## src/rtl/div_dispatch_if.sv

```systemverilog
// Bundle of request, response and divider-side signals for div_dispatch.
// The dispatcher uses the slave view; the surrounding system (requester,
// response consumer and the divider itself) uses the master view.
interface div_dispatch_if #(
   parameter int W     = 8,
   parameter int TAG_W = 4
) ();
   // request port
   logic             req_valid;
   logic             req_ready;
   logic [W-1:0]     req_a;
   logic [W-1:0]     req_b;
   logic [TAG_W-1:0] req_tag;

   // response port
   logic             rsp_valid;
   logic             rsp_ready;
   logic [W-1:0]     rsp_q;
   logic [W-1:0]     rsp_rem;
   logic [TAG_W-1:0] rsp_tag;
   logic             rsp_dbz;
   logic             rsp_err;

   // divider pins
   logic [W-1:0]     div_a;
   logic [W-1:0]     div_b;
   logic             div_start;
   logic             div_complete;
   logic [W-1:0]     div_q;

   modport master (
      output req_valid, req_a, req_b, req_tag, rsp_ready, div_complete, div_q,
      input  req_ready, rsp_valid, rsp_q, rsp_rem, rsp_tag, rsp_dbz, rsp_err,
             div_a, div_b, div_start
   );

   modport slave (
      input  req_valid, req_a, req_b, req_tag, rsp_ready, div_complete, div_q,
      output req_ready, rsp_valid, rsp_q, rsp_rem, rsp_tag, rsp_dbz, rsp_err,
             div_a, div_b, div_start
   );
endinterface

```

## src/rtl/div_dispatch.sv

```systemverilog
// Issue controller in front of an 8-bit sequential divider.
// Requests are queued in a small FIFO; the FSM pops one at a time, answers
// divide-by-zero locally, otherwise launches the divider and waits for its
// complete flag (bounded by a timeout), then parks the result in a single
// response register until the consumer takes it.
module div_dispatch #(
   parameter int W       = 8,
   parameter int TAG_W   = 4,
   parameter int DEPTH   = 2,
   parameter int TIMEOUT = 32
) (
   input  logic          clock,
   input  logic          reset,
   div_dispatch_if.slave bus
);

   localparam int PTR_W = (DEPTH > 1) ? $clog2(DEPTH) : 1;
   localparam int CNT_W = $clog2(DEPTH + 1);
   localparam int TMR_W = $clog2(TIMEOUT + 1);
   localparam int ENT_W = 2 * W + TAG_W;

   typedef enum logic [1:0] {
      IDLE   = 2'd0,
      LAUNCH = 2'd1,
      ARM    = 2'd2,
      WAIT   = 2'd3
   } state_t;

   // ---------------- request FIFO ----------------
   logic [ENT_W-1:0] fifo_mem [DEPTH];
   logic [PTR_W-1:0] wr_ptr_reg;
   logic [PTR_W-1:0] rd_ptr_reg;
   logic [CNT_W-1:0] count_reg;
   logic [ENT_W-1:0] head_reg;     // registered read of the popped entry

   logic             req_ready_int;
   logic             push;
   logic             pop;
   logic             slot_free;

   // ---------------- FSM / datapath state ----------------
   state_t           state_reg;
   logic             hold_valid_reg; // head_reg holds a popped, not-yet-dispatched request
   logic [W-1:0]     div_a_reg;
   logic [W-1:0]     div_b_reg;
   logic             div_start_reg;
   logic [TAG_W-1:0] tag_reg;
   logic [TMR_W-1:0] timer_reg;

   logic             rsp_valid_reg;
   logic [W-1:0]     rsp_q_reg;
   logic [W-1:0]     rsp_rem_reg;
   logic [TAG_W-1:0] rsp_tag_reg;
   logic             rsp_dbz_reg;
   logic             rsp_err_reg;

   logic [W-1:0]     hold_a;
   logic [W-1:0]     hold_b;
   logic [TAG_W-1:0] hold_tag;
   logic [W-1:0]     prod;
   logic [W-1:0]     rem_calc;
   logic             timed_out;

   // No pop-bypass: a full FIFO refuses even when a pop happens this cycle.
   assign req_ready_int = (count_reg != CNT_W'(DEPTH));
   assign push          = bus.req_valid && req_ready_int;

   // The slot can take a new result if empty or being drained on this edge.
   assign slot_free     = !rsp_valid_reg || bus.rsp_ready;

   // Only pop when nothing is already waiting in head_reg, so at most one
   // request is ever between the FIFO and the response slot.
   assign pop           = (state_reg == IDLE) && !hold_valid_reg &&
                          (count_reg != '0) && slot_free;

   assign hold_a   = head_reg[ENT_W-1 -: W];
   assign hold_b   = head_reg[TAG_W+W-1 -: W];
   assign hold_tag = head_reg[TAG_W-1:0];

   // Truncated W x W product; the remainder only needs the low W bits.
   assign prod      = bus.div_q * div_b_reg;
   assign rem_calc  = div_a_reg - prod;
   assign timed_out = (timer_reg == TMR_W'(TIMEOUT - 1));

   // FIFO storage write port (no reset so it maps onto RAM)
   always_ff @(posedge clock) begin
      if (push) begin
         fifo_mem[wr_ptr_reg] <= {bus.req_a, bus.req_b, bus.req_tag};
      end
   end

   // FIFO registered read port, loaded on pop
   always_ff @(posedge clock) begin
      if (pop) begin
         head_reg <= fifo_mem[rd_ptr_reg];
      end
   end

   // FIFO pointers and occupancy; pointers wrap naturally since DEPTH is a power of two
   always_ff @(posedge clock or posedge reset) begin
      if (reset) begin
         wr_ptr_reg <= '0;
         rd_ptr_reg <= '0;
         count_reg  <= '0;
      end else begin
         if (push) begin
            wr_ptr_reg <= wr_ptr_reg + PTR_W'(1);
         end
         if (pop) begin
            rd_ptr_reg <= rd_ptr_reg + PTR_W'(1);
         end
         case ({push, pop})
            2'b10:   count_reg <= count_reg + CNT_W'(1);
            2'b01:   count_reg <= count_reg - CNT_W'(1);
            default: count_reg <= count_reg;
         endcase
      end
   end

   // Dispatch FSM with registered divider pins and response slot
   always_ff @(posedge clock or posedge reset) begin
      if (reset) begin
         state_reg      <= IDLE;
         hold_valid_reg <= 1'b0;
         div_a_reg      <= '0;
         div_b_reg      <= '0;
         div_start_reg  <= 1'b0;
         tag_reg        <= '0;
         timer_reg      <= '0;
         rsp_valid_reg  <= 1'b0;
         rsp_q_reg      <= '0;
         rsp_rem_reg    <= '0;
         rsp_tag_reg    <= '0;
         rsp_dbz_reg    <= 1'b0;
         rsp_err_reg    <= 1'b0;
      end else begin
         // A drained response disappears unless a new one loads below.
         if (rsp_valid_reg && bus.rsp_ready) begin
            rsp_valid_reg <= 1'b0;
         end
         if (pop) begin
            hold_valid_reg <= 1'b1;
         end

         case (state_reg)
            IDLE: begin
               if (hold_valid_reg) begin
                  hold_valid_reg <= 1'b0;
                  if (hold_b == '0) begin
                     // divide-by-zero answered without touching the divider
                     rsp_valid_reg <= 1'b1;
                     rsp_q_reg     <= '1;
                     rsp_rem_reg   <= hold_a;
                     rsp_tag_reg   <= hold_tag;
                     rsp_dbz_reg   <= 1'b1;
                     rsp_err_reg   <= 1'b0;
                  end else begin
                     div_a_reg     <= hold_a;
                     div_b_reg     <= hold_b;
                     tag_reg       <= hold_tag;
                     div_start_reg <= 1'b1;
                     state_reg     <= LAUNCH;
                  end
               end
            end

            LAUNCH: begin
               div_start_reg <= 1'b0;
               timer_reg     <= '0;
               state_reg     <= ARM;
            end

            ARM: begin
               // complete may still be high from the previous op; wait for
               // the divider to drop it before trusting it again
               if (timed_out) begin
                  rsp_valid_reg <= 1'b1;
                  rsp_q_reg     <= '0;
                  rsp_rem_reg   <= '0;
                  rsp_tag_reg   <= tag_reg;
                  rsp_dbz_reg   <= 1'b0;
                  rsp_err_reg   <= 1'b1;
                  state_reg     <= IDLE;
               end else begin
                  timer_reg <= timer_reg + TMR_W'(1);
                  if (!bus.div_complete) begin
                     state_reg <= WAIT;
                  end
               end
            end

            WAIT: begin
               if (bus.div_complete) begin
                  rsp_valid_reg <= 1'b1;
                  rsp_q_reg     <= bus.div_q;
                  rsp_rem_reg   <= rem_calc;
                  rsp_tag_reg   <= tag_reg;
                  rsp_dbz_reg   <= 1'b0;
                  rsp_err_reg   <= 1'b0;
                  state_reg     <= IDLE;
               end else if (timed_out) begin
                  rsp_valid_reg <= 1'b1;
                  rsp_q_reg     <= '0;
                  rsp_rem_reg   <= '0;
                  rsp_tag_reg   <= tag_reg;
                  rsp_dbz_reg   <= 1'b0;
                  rsp_err_reg   <= 1'b1;
                  state_reg     <= IDLE;
               end else begin
                  timer_reg <= timer_reg + TMR_W'(1);
               end
            end

            default: state_reg <= IDLE;
         endcase
      end
   end

   assign bus.req_ready = req_ready_int;
   assign bus.rsp_valid = rsp_valid_reg;
   assign bus.rsp_q     = rsp_q_reg;
   assign bus.rsp_rem   = rsp_rem_reg;
   assign bus.rsp_tag   = rsp_tag_reg;
   assign bus.rsp_dbz   = rsp_dbz_reg;
   assign bus.rsp_err   = rsp_err_reg;
   assign bus.div_a     = div_a_reg;
   assign bus.div_b     = div_b_reg;
   assign bus.div_start = div_start_reg;

endmodule

```

## src/flat_wrapper.sv

```systemverilog
// flat-port wrapper written by rule: the top's interface ports become plain ports
module div_dispatch_flat 
#(
   parameter int W       = 8,
   parameter int TAG_W   = 4,
   parameter int DEPTH   = 2,
   parameter int TIMEOUT = 32
)
  (clock, reset, bus_req_valid, bus_req_a, bus_req_b, bus_req_tag, bus_rsp_ready, bus_div_complete, bus_div_q, bus_req_ready, bus_rsp_valid, bus_rsp_q, bus_rsp_rem, bus_rsp_tag, bus_rsp_dbz, bus_rsp_err, bus_div_a, bus_div_b, bus_div_start);
  div_dispatch_if #(.W(W), .TAG_W(TAG_W)) bus_i ();
  input  logic clock;
  input  logic reset;
  input wire logic [$bits(bus_i.req_valid)-1:0] bus_req_valid;
  input wire logic [$bits(bus_i.req_a)-1:0] bus_req_a;
  input wire logic [$bits(bus_i.req_b)-1:0] bus_req_b;
  input wire logic [$bits(bus_i.req_tag)-1:0] bus_req_tag;
  input wire logic [$bits(bus_i.rsp_ready)-1:0] bus_rsp_ready;
  input wire logic [$bits(bus_i.div_complete)-1:0] bus_div_complete;
  input wire logic [$bits(bus_i.div_q)-1:0] bus_div_q;
  output wire logic [$bits(bus_i.req_ready)-1:0] bus_req_ready;
  output wire logic [$bits(bus_i.rsp_valid)-1:0] bus_rsp_valid;
  output wire logic [$bits(bus_i.rsp_q)-1:0] bus_rsp_q;
  output wire logic [$bits(bus_i.rsp_rem)-1:0] bus_rsp_rem;
  output wire logic [$bits(bus_i.rsp_tag)-1:0] bus_rsp_tag;
  output wire logic [$bits(bus_i.rsp_dbz)-1:0] bus_rsp_dbz;
  output wire logic [$bits(bus_i.rsp_err)-1:0] bus_rsp_err;
  output wire logic [$bits(bus_i.div_a)-1:0] bus_div_a;
  output wire logic [$bits(bus_i.div_b)-1:0] bus_div_b;
  output wire logic [$bits(bus_i.div_start)-1:0] bus_div_start;
  assign bus_i.req_valid = bus_req_valid;
  assign bus_i.req_a = bus_req_a;
  assign bus_i.req_b = bus_req_b;
  assign bus_i.req_tag = bus_req_tag;
  assign bus_i.rsp_ready = bus_rsp_ready;
  assign bus_i.div_complete = bus_div_complete;
  assign bus_i.div_q = bus_div_q;
  assign bus_req_ready = bus_i.req_ready;
  assign bus_rsp_valid = bus_i.rsp_valid;
  assign bus_rsp_q = bus_i.rsp_q;
  assign bus_rsp_rem = bus_i.rsp_rem;
  assign bus_rsp_tag = bus_i.rsp_tag;
  assign bus_rsp_dbz = bus_i.rsp_dbz;
  assign bus_rsp_err = bus_i.rsp_err;
  assign bus_div_a = bus_i.div_a;
  assign bus_div_b = bus_i.div_b;
  assign bus_div_start = bus_i.div_start;
  div_dispatch #(.W(W), .TAG_W(TAG_W), .DEPTH(DEPTH), .TIMEOUT(TIMEOUT)) u_core (.clock(clock), .reset(reset), .bus(bus_i));
endmodule
```

## config.mk

```make
export PLATFORM = sky130hd
export DESIGN_NAME = div_dispatch_flat
export DESIGN_NICKNAME = d
export VERILOG_FILES = /design/src/rtl/div_dispatch_if.sv /design/src/rtl/div_dispatch.sv /design/src/flat_wrapper.sv
export SDC_FILE = /design/constraint.sdc
export NUM_CORES = 1
export LEC_CHECK = 0
export ABC_AREA = 1
export CORE_AREA = 4 4 165 135
export CTS_BUF_LIST = sky130_fd_sc_hd__clkbuf_8
export DETAILED_ROUTE_END_ITERATION = 10
export DIE_AREA = 0 0 169 139
export GPL_TIMING_DRIVEN = 0
export PLACE_DENSITY = 0.48
export SLEW_MARGIN = 5
export SYNTH_ARGS = -nofsm -noshare
export SYNTH_HDL_FRONTEND = slang
export SYNTH_SLANG_ARGS = --single-unit
```

## constraint.sdc

```tcl
create_clock -name clock -period 8.97 [get_ports clock]
set_clock_uncertainty 0.2 [all_clocks]
set_input_delay 1.3455 -clock clock [delete_from_list [all_inputs] [get_ports clock]]
set_output_delay 1.3455 -clock clock [all_outputs]
set_load 0.02 [all_outputs]
```

==> impl_metrics.env <==
export IMPL_combPwrFrac_pct=55.8
export IMPL_synth_common_cells="nand2_1, inv_1, edfxtp_1, dfrtp_1, o21ai_0"
export IMPL_max_vdd_ir_drop_v=0.0002175
export IMPL_wl_per_cell_um=14.06
export IMPL_seq_power_share_pct=29.0
export IMPL_grt_max_degree=31
export IMPL_cts_root_buffer="clkbuf_8"
export IMPL_synth_top_cell_by_area="edfxtp_1"
export IMPL_clk_pin_slew_ns=0.06
export IMPL_syn2layout_area_growth_pct=25.38
export IMPL_relSlewSlack_pct=59.07
export IMPL_yosys_cell_count_top_type="nand2_1"
export IMPL_yosys_warnings=0
export IMPL_utilization_pct=36.08
export IMPL_cp_cell_sequence="clkdlybuf4s50_1, nand2_1, inv_1, fa_1, fa_1, fa_1, fa_1, inv_1, ha_1, a21oi_1, o21ai_0, a31oi_1, inv_1, nand3_1, nand3_1, nand2_1, nand3_1"
export IMPL_post_cts_resized=0
export IMPL_grt_pass1_vias=4328
export IMPL_grt_ovfl_total=0
export IMPL_drt_initial_drc_count=266
export IMPL_setup_viol=0
export IMPL_final_setup_tns_ns=0
export IMPL_syn_area_um2=5906
export IMPL_fin_crit_ns=5.215
export IMPL_end_kind="register"
export IMPL_via_per_inst=4.353
export IMPL_drv_cap=0
export IMPL_num_antenna_cells=0
export IMPL_synth_nets=683
export IMPL_worst_pin_slew_ns=0.6130
export IMPL_cp_top_family="adder cells"
export IMPL_cp_data_required_time_ns=9.07
export IMPL_crit_start="bus_div_q[5]"
export IMPL_critPathMostFrequentCell="fa_1"
export IMPL_clockBufferDepth=2
export IMPL_reg2reg_depth=17
export IMPL_cts_buffers=17
export IMPL_finalHoldViolations=0
export IMPL_critPathMaxFanout=5
export IMPL_cp_num_buf_inv=4
export IMPL_hold_depth=2
export IMPL_post_place_ws_ns=3.284
export IMPL_start_util_pct=28.78
export IMPL_synth_seq_cells=117
export IMPL_place_congestion=0.8284
export IMPL_route_detailed_drc=0
export IMPL_leakage_nw=3.470
export IMPL_ys_seq_area_share_pct=54.66
export IMPL_status="complete, no violations"
export IMPL_rows=47
export IMPL_p_sw_mw=1.349
export IMPL_p_per_area_nw_per_um2=415.7
export IMPL_fmax_ghz=0.1918
export IMPL_die_y_um=139
export IMPL_r2r_start="u_core.bus.div_b[1]"
export IMPL_fin_area_um2=7405
export IMPL_ys_types=40
export IMPL_r2r_end="u_core.bus.rsp_rem[7]"
export IMPL_track_usage_pct=12.36
export IMPL_critPathKind="in2reg"
export IMPL_dr_pass1_iters=5
export IMPL_postCtsSetupBuffers=0
export IMPL_port_buffers=70
export IMPL_finalWirelength_mm=13.85
export IMPL_core_area_um2=20520
export IMPL_fin_nets=776
export IMPL_min_path_type="reg2reg"
export IMPL_rsz0062_at_grt="no"
export IMPL_switching_share_pct=43.83
export IMPL_synthTopCellsByArea="edfxtp_1, dfrtp_1, nand2_1"
export IMPL_dieArea_um2=23490
export IMPL_avgSynthCellArea_um2=9.681
export IMPL_crit_path_top_delay_cell="clkdlybuf4s50_1"
export IMPL_largest_reg_flops=40
export IMPL_cts_hold_buffers_added=0
export IMPL_rrSetupSlack_ns=4.72
export IMPL_hold_end="u_core.bus.rsp_rem[5]"
export IMPL_internal_power_mw=1.729
export IMPL_synthCells=610
export IMPL_vias=4288
export IMPL_dpl_cell_area_um2=7019
export IMPL_clkPwrFrac_pct=15.2
export IMPL_ant_nets=0
export IMPL_grt_pass1_wl_mm=23.01
export IMPL_cts_htree_levels=4
export IMPL_insertion_delay_ns=0.43
export IMPL_cp_arrival_ns=5.32
export IMPL_synth_edff_count=60
export IMPL_die_w_um=169
export IMPL_max_stage_delay_ns=0.59
export IMPL_holdCritStartpoint="u_core.bus.rsp_rem[5]"
export IMPL_synth_top_area_share_pct=30.51
export IMPL_cts_tree="done"
export IMPL_drv_slew=0
export IMPL_drive_gt1_share_pct=7.821
export IMPL_antenna_found_initial=0
export IMPL_synth_ff_type="edfxtp_1"
export IMPL_hpwl_mm=10.70
export IMPL_cts_sinks=117
export IMPL_ios=74
export IMPL_synth_async_reset_ratio_pct=48.72
export IMPL_setup_ws_ns=3.755
export IMPL_startpoint_type="input port"
export IMPL_fin_crit_sh_pct=58.14
## final cells by class
cell class	count	area, µm²
plain buffers	18	82.58
clock buffers	18	247.7
clock inverters	14	137.6
fillers	2053	13120
inverters	109	411.6
multi-input cells	366	2195
flip-flops and latches	117	3228
well taps	269	336.6
repair buffers	74	765.7
## layer usage
metal	up-vias	routed length, µm	track usage (%)
met5	-	0	0
met4	0	199	3.643
met3	11	588	3.448
met2	96	6295	19.01
met1	2028	6771	17.11
li1	2153	-	-
## cells in the final DEF (no fill, tap or decap), types with 2 or more instances in the layout
master / n
nand2_4: 2
nand3b_1: 2
nor3_1: 3
xnor2_1: 7
clkinv_4: 4
o211ai_1: 6
clkbuf_1: 11
clkdlybuf4s50_1: 70
nor2_2: 2
fa_1: 16
buf_8: 3
nand4_1: 2
ha_1: 24
dfrtp_1: 57
bufinv_16: 2
buf_2: 6
o22ai_1: 2
edfxtp_1: 60
clkinv_2: 3
o21ai_0: 32
inv_1: 106
clkbuf_8: 18
or2_2: 2
a221o_1: 9
nand2_1: 180
o221ai_1: 2
nor3_4: 2
clkinv_1: 2
inv_2: 3
nand3_1: 27
a21oi_1: 17
xor2_1: 2
nor2_1: 15
## power by group through the flow
stage | Combinational (mW) | Clock [mW] | Sequential, mW
2_1_floorplan | 1.12 | 0 | 0.961
4_1_cts | 1.75 | 0.480 | 0.897
3_3_place_gp | 1.70 | 0 | 0.905
5_1_grt | 2.00 | 0.507 | 0.918
6_report | 1.72 | 0.468 | 0.893
3_5_place_dp | 1.74 | 0 | 0.906
## metrics by stage
step | power, mW | hold WS, ns | instances
2_1_floorplan | 2.081 | 0.2534 | 610
3_3_place_gp | 2.602 | 0.2647 | 949
3_5_place_dp | 2.646 | 0.2713 | 953
4_1_cts | 3.130 | 0.2891 | 985
5_1_grt | 3.429 | 0.3006 | 985
6_report | 3.078 | 0.2866 | 985
## tightest hold or removal path: stages, from the launching register on
cell     delay (ns)
dfrtp_1        0.35
nand2_1        0.05
nand2_1        0.06
## cells by family after synthesis
| kind of cell | synth area share [%] |
|---|---|
| AOI/OAI and AO/OA | 7.585 |
| xor gates and xnor gates | 1.335 |
| adders and majority gates | 10.51 |
| buffers and inverters | 8.369 |
| DFF | 54.66 |
| and+or+nand+nor | 17.54 |
## how the worst max path moves through the flow
stage,end,cells after the start
6_report,u_core.bus.rsp_rem[7],17
3_3_place_gp,u_core.bus.rsp_rem[7],17
3_5_place_dp,u_core.bus.rsp_rem[7],17
2_1_floorplan,u_core.bus.rsp_rem[7],17
5_1_grt,u_core.bus.rsp_rem[7],17
4_1_cts,u_core.bus.rsp_rem[7],17
Note: power is estimated with default switching activity, not from simulation.
